## src/rtl/trng_collector.sv

```systemverilog
// Consumer for the ring-oscillator TRNG: warm-up, von Neumann debiasing, word packing onto a
// valid/ready port, and a repetition-count health test on the raw bit stream.
module trng_collector #(
    parameter int unsigned WORD_WIDTH    = 32,
    parameter int unsigned WARMUP_CYCLES = 64,
    parameter int unsigned RCT_LIMIT     = 32
) (
    input  logic                  clk,
    input  logic                  reset,
    input  logic                  enable_i,
    output logic                  trng_en,
    input  logic                  trng_out,
    output logic [WORD_WIDTH-1:0] data_o,
    output logic                  valid_o,
    input  logic                  ready_i,
    output logic                  busy_o,
    output logic                  error_o,
    input  logic                  clear_error_i
);
    localparam int unsigned WarmW = $clog2(WARMUP_CYCLES);
    localparam int unsigned RctW  = $clog2(RCT_LIMIT + 1);
    localparam int unsigned BitW  = $clog2(WORD_WIDTH + 1);

    localparam logic [WarmW-1:0] WarmLast = WarmW'(WARMUP_CYCLES - 1);
    localparam logic [RctW-1:0]  RctMax   = RctW'(RCT_LIMIT);
    localparam logic [BitW-1:0]  BitLast  = BitW'(WORD_WIDTH - 1);

    typedef enum logic [1:0] {StIdle, StWarmup, StCollect, StHold} state_e;

    state_e                state_q;
    logic [WarmW-1:0]      warm_cnt_q;
    logic [RctW-1:0]       rct_cnt_q;
    logic [RctW-1:0]       rct_cnt_d;
    logic                  rct_bit_q;
    logic                  phase_q;
    logic                  pair_a_q;
    logic [BitW-1:0]       bit_cnt_q;
    logic [WORD_WIDTH-1:0] shreg_q;
    logic [WORD_WIDTH-1:0] shreg_d;
    logic                  rct_active;
    logic                  rct_trip;
    logic                  run;
    logic                  emit;
    logic                  word_full;
    logic                  xfer;

    always_comb begin
        // The first enabled cycle still carries the TRNG's disabled-state 0.
        rct_active = (state_q != StIdle) && !((state_q == StWarmup) && (warm_cnt_q == '0));
        rct_cnt_d  = ((rct_cnt_q != '0) && (trng_out == rct_bit_q)) ? rct_cnt_q + 1'b1
                                                                     : RctW'(1);
        rct_trip   = rct_active && (rct_cnt_d == RctMax);
        run        = enable_i && !rct_trip;
        xfer       = valid_o && ready_i;
        // (1,0) emits 1 and (0,1) emits 0, so the emitted bit is always the first of the pair.
        emit       = (state_q == StCollect) && phase_q && (pair_a_q != trng_out);
        shreg_d    = {shreg_q[WORD_WIDTH-2:0], pair_a_q};
        word_full  = emit && (bit_cnt_q == BitLast);
    end

    assign busy_o = (state_q != StIdle);

    always_ff @(posedge clk) begin
        if (reset) begin
            state_q    <= StIdle;
            trng_en    <= 1'b0;
            data_o     <= '0;
            valid_o    <= 1'b0;
            error_o    <= 1'b0;
            warm_cnt_q <= '0;
            rct_cnt_q  <= '0;
            rct_bit_q  <= 1'b0;
            phase_q    <= 1'b0;
            pair_a_q   <= 1'b0;
            bit_cnt_q  <= '0;
            shreg_q    <= '0;
        end else begin
            if (xfer) begin
                valid_o <= 1'b0;
            end
            if (clear_error_i) begin
                error_o <= 1'b0;
            end
            if (rct_active) begin
                rct_cnt_q <= rct_cnt_d;
                rct_bit_q <= trng_out;
            end

            unique case (state_q)
                StIdle: begin
                    if (enable_i && !error_o) begin
                        state_q    <= StWarmup;
                        trng_en    <= 1'b1;
                        warm_cnt_q <= '0;
                        rct_cnt_q  <= '0;
                    end
                end
                StWarmup: begin
                    if (warm_cnt_q == WarmLast) begin
                        state_q   <= StCollect;
                        phase_q   <= 1'b0;
                        bit_cnt_q <= '0;
                    end else begin
                        warm_cnt_q <= warm_cnt_q + 1'b1;
                    end
                end
                StCollect: begin
                    phase_q <= ~phase_q;
                    if (!phase_q) begin
                        pair_a_q <= trng_out;
                    end
                    if (emit && run) begin
                        if (!word_full) begin
                            shreg_q   <= shreg_d;
                            bit_cnt_q <= bit_cnt_q + 1'b1;
                        end else if (!valid_o || ready_i) begin
                            data_o    <= shreg_d;
                            valid_o   <= 1'b1;
                            bit_cnt_q <= '0;
                        end else begin
                            shreg_q <= shreg_d;
                            state_q <= StHold;
                        end
                    end
                end
                StHold: begin
                    if (xfer && run) begin
                        data_o    <= shreg_q;
                        valid_o   <= 1'b1;
                        state_q   <= StCollect;
                        phase_q   <= 1'b0;
                        bit_cnt_q <= '0;
                    end
                end
                default: state_q <= StIdle;
            endcase

            // Abort overrides the per-state updates; a presented word survives a plain disable.
            if ((state_q != StIdle) && !run) begin
                state_q   <= StIdle;
                trng_en   <= 1'b0;
                phase_q   <= 1'b0;
                bit_cnt_q <= '0;
                if (rct_trip) begin
                    error_o <= 1'b1;
                    valid_o <= 1'b0;
                end
            end
        end
    end

endmodule

```

## config.mk

```make
export PLATFORM = sky130hd
export DESIGN_NAME = trng_collector
export DESIGN_NICKNAME = d
export VERILOG_FILES = /design/src/rtl/trng_collector.sv
export SDC_FILE = /design/constraint.sdc
export NUM_CORES = 1
export LEC_CHECK = 0
export CORE_MARGIN = 2
export CORE_UTILIZATION = 40
export CTS_BUF_LIST = sky130_fd_sc_hd__clkbuf_8 sky130_fd_sc_hd__clkbuf_16
export DETAILED_ROUTE_END_ITERATION = 6
export PLACE_DENSITY = 0.6
export SETUP_SLACK_MARGIN = 0.3
export SLEW_MARGIN = 30
export SYNTH_ARGS = -nofsm -noshare
export SYNTH_HDL_FRONTEND = slang
export SYNTH_SLANG_ARGS = --single-unit
```

## constraint.sdc

```tcl
create_clock -name clk -period 4.8 [get_ports clk]
set_input_delay 1.2 -clock clk [delete_from_list [all_inputs] [get_ports clk]]
set_output_delay 1.2 -clock clk [all_outputs]
set_load 0.02 [all_outputs]
```

==> run_results.csv <==
group,metric,value,unit
worst_setup_path,crit_buf_inv,2,
yosys,synth_top_cell_area_share,43.7,%
power_and_ir_drop,irDropWorstVdd,0.000151,V
worst_setup_path,rrSetupSlack,2110,ps
yosys,syn_area,4130,µm²
cts,cts.path.max_buffers,2,
yosys,synth_most_common_cell,"dfxtp_1",
yosys,ys_top_cells_by_count,"dfxtp_1, nor2_1, nand2_1",
sta,worstMarginPinSlew,644,ps
sta,rsz0062_at_grt,"false",
placement,dp.cells,631,
drt,ant_nets,0,
yosys,synth_top_area_cell,"dfxtp_1",
yosys,yosysUniqueCellTypes,51,
flow_run,maxCapViolations,0,
floorplan,core-area,10200,µm²
worst_setup_path,worstPathArrival,3650,ps
cts,post_cts_buffers,0,
power_and_ir_drop,swShare,25.5,%
cts,cts.sink_count,90,
cts,cts_tree,"built",
worst_setup_path,path_delay_family,"buffers and inverters",
drt,wl_per_cell,14.0,µm
power_and_ir_drop,p_int,0.00102,W
yosys,ys_warn_count,0,
yosys,ys_seq_area_share,43.7,%
worst_setup_path,reg2reg_to,"bit_cnt_q[1]",
global_routing,grt_overflow_total,0,
cts,cts_hold_buffers,0,
sta,fin_crit_sh,70.3,%
floorplan,rows,37,
yosys,synth.area.top_cells,"dfxtp_1, mux2i_1, nor2_1",
sta,setup_tns,0,ps
worst_setup_path,rr_startpoint,"state_q[1]",
worst_setup_path,cpMaxStageDelayCell,"clkdlybuf4s50_1",
global_routing,grt_pass1_vias,3333,
worst_hold_path,hp-class,"reg2reg",
global_routing,grt_start_max_net_pins,65,
yosys,synth_edf_count,0,
drt,initialDrtViolationCount,137,
sta,hold_viol_final,0,
yosys,synth_ff_type,"dfxtp_1",
yosys,synth_nets,492,
worst_setup_path,crit_type,"in2reg",
worst_setup_path,crit_path_end_kind,"flip-flop",
worst_setup_path,rr_worst_depth,7,
sta,period_needed,3370,ps
drt,viasPerCell,5.30,
cts,htree_levels,3,
sta,holdWs,476,ps
drt,firstDrtPassIters,6,
power_and_ir_drop,p_clk_share,40.2,%
worst_hold_path,min_from,"trng_en",
final_layout,nFillCells,981,
cts,cts_resized,0,
final_layout,multi_input_area,2110,µm²
yosys,syn_inst,481,
final_layout,stdcell_count,647,
final_layout,final_nets,517,
worst_setup_path,cp_max_fo,64,
yosys,synthArstFlopShare,0,%
final_layout,seq_area,1800,µm²
worst_hold_path,min_delay_worst_endpoint,"trng_en",
placement,hpwlAfterDp,5710,µm
sta,timing.fmax,296,MHz
cts,clkSlewWorstSetupHoldPaths,100,ps
power_and_ir_drop,pwr-share-comb,5.0,%
global_routing,grt_antenna_before_repair,0,
final_layout,drive_gt1_share,7.05,%
power_and_ir_drop,power_frac_seq,54.9,%
drt,drc,0,
floorplan,die_h,106,µm
yosys,avgSynthCellArea,8.58,µm²
power_and_ir_drop,power.switching,0.000349,W
global_routing,grt_usage,17.2,%
final_layout,diodes,0,
worst_setup_path,path_cells,"clkdlybuf4s50_1 -> xor2_1 -> nor4b_4 -> o21ai_1 -> a221oi_4 -> buf_4 -> nor2_1 -> a311oi_1",
final_layout,final_util,47.1,%
floorplan,die_area,11100,µm²
cts,clk_latency,370,ps
sta,drv_slew,0,
drt,drt_wl_total,9030,µm
run_status,status,"finished, final reports clean",
worst_hold_path,hold_depth,2,
worst_setup_path,critical-path-max-stage-delay,560,ps
cts,cts_buffers,9,
floorplan,dieWidth,106,µm
floorplan,start_util,40.5,%
final_layout,synthToLayoutAreaGrowth,16.3,%
power_and_ir_drop,p_leak,1.52,nW
power_and_ir_drop,power_density,285,nW/µm²
cts,cts_root_buf,"clkbuf_8",
placement,port_buffers,41,
yosys,synth-seq-cells,90,
placement,place.gp.congestion,0.822,
sta,skew,11.8,ps
power_and_ir_drop,p_total,0.00137,W
sta,setup-violations-final,0,
floorplan,ioPinCount,42,
worst_setup_path,cp.depth,8,
sta,max_slew_margin,56.9,%
worst_setup_path,required,5070,ps
drt,num_vias,3432,
global_routing,grt_pass1_wl,15800,µm
worst_setup_path,critPathLaunchType,"input pin",
## worst max path at each step
| stage | startpoint | end | slack (ps) |
|---|---|---|---|
| 2_1_floorplan | trng_out | data_o[0] | 2060 |
| 3_3_place_gp | trng_out | data_o[8] | 1120 |
| 3_5_place_dp | trng_out | data_o[10] | 1050 |
| 4_1_cts | trng_out | data_o[10] | 1440 |
| 5_1_grt | trng_out | data_o[0] | 1170 |
| 6_report | trng_out | data_o[17] | 1430 |
## power by group through the flow
stage	Combinational (W)	Sequential [W]	Clock [W]
finish	0.0000681	0.000751	0.000550
global route	0.0000743	0.000752	0.000593
floorplan	0.0000452	0.000769	0
global placement	0.0000671	0.000769	0
CTS	0.0000683	0.000751	0.000558
detailed placement	0.0000681	0.000768	0
## worst min-delay path, cell delays in order, from the launching register on
cell and delay (ps):
dfxtp_1 340, a21oi_1 40, nor2_1 70
## metal layers
metal | global-route usage [%] | vias to the layer above | routed length, µm
met4 | 6.39 | 0 | 160
met2 | 28.7 | 51 | 4210
met3 | 3.03 | 13 | 194
met1 | 22.3 | 1613 | 4460
met5 | 0 | - | 0
li1 | - | 1755 | -
## sequential cells by signal, summed over array words and instances, names as in the netlist
register / count
bit_cnt_q: 6
data_o: 32
error_o: 1
pair_a_q: 1
phase_q: 1
rct_bit_q: 1
rct_cnt_q: 6
shreg_q: 32
state_q: 2
trng_en: 1
valid_o: 1
warm_cnt_q: 6
## through the flow
step	area [µm²]	setup WS, ps
after floorplan	4130	2060
final	4800	1430
after global placement	4590	1120
after global routing	4800	1170
after detailed placement	4590	1050
after CTS	4800	1440
## kinds of logic after synthesis
logic type | synth area share (%)
buffers and inverters | 5.49
multiplexers | 8.01
adder cells (fa/ha/maj) | 1.52
flip-flops | 43.7
XOR/XNOR | 1.70
AO/OA/AOI/OAI | 17.2
AND/OR/NAND/NOR | 22.4
## area by class of cell
cell class                 instances  share of cell area, %
clock buffer                       9                   2.58
clock inverter                     7                   1.72
inverter                          15                   1.17
multi-input combinational        342                   43.9
sequential                        90                   37.5
tap                              136                   3.55
timing repair buffer              48                   9.54
## placed cells by master (no fill, tap or decap), drive strengths merged, types with 2 or more instances in the layout
cell type,Yosys,layout
mux2i,33,33
buf,12,8
clkbuf,22,9
ha,5,5
a31oi,4,4
a22oi,4,4
a21oi,13,13
a311oi,32,32
a21o,2,2
nor2,89,89
nand3b,3,3
xor2,6,6
o2111ai,3,3
inv,15,19
nand4,4,4
clkdlybuf4s50,0,40
and3b,2,2
nor2b,5,5
o21ai,14,14
nand3,37,37
xnor2,2,2
nand2,46,46
a211oi,4,4
o31ai,4,4
a2111oi,2,2
and3,6,6
and2,2,2
dfxtp,90,90
o211ai,3,3
nor3,5,5
(Power assumes the default switching activity.)
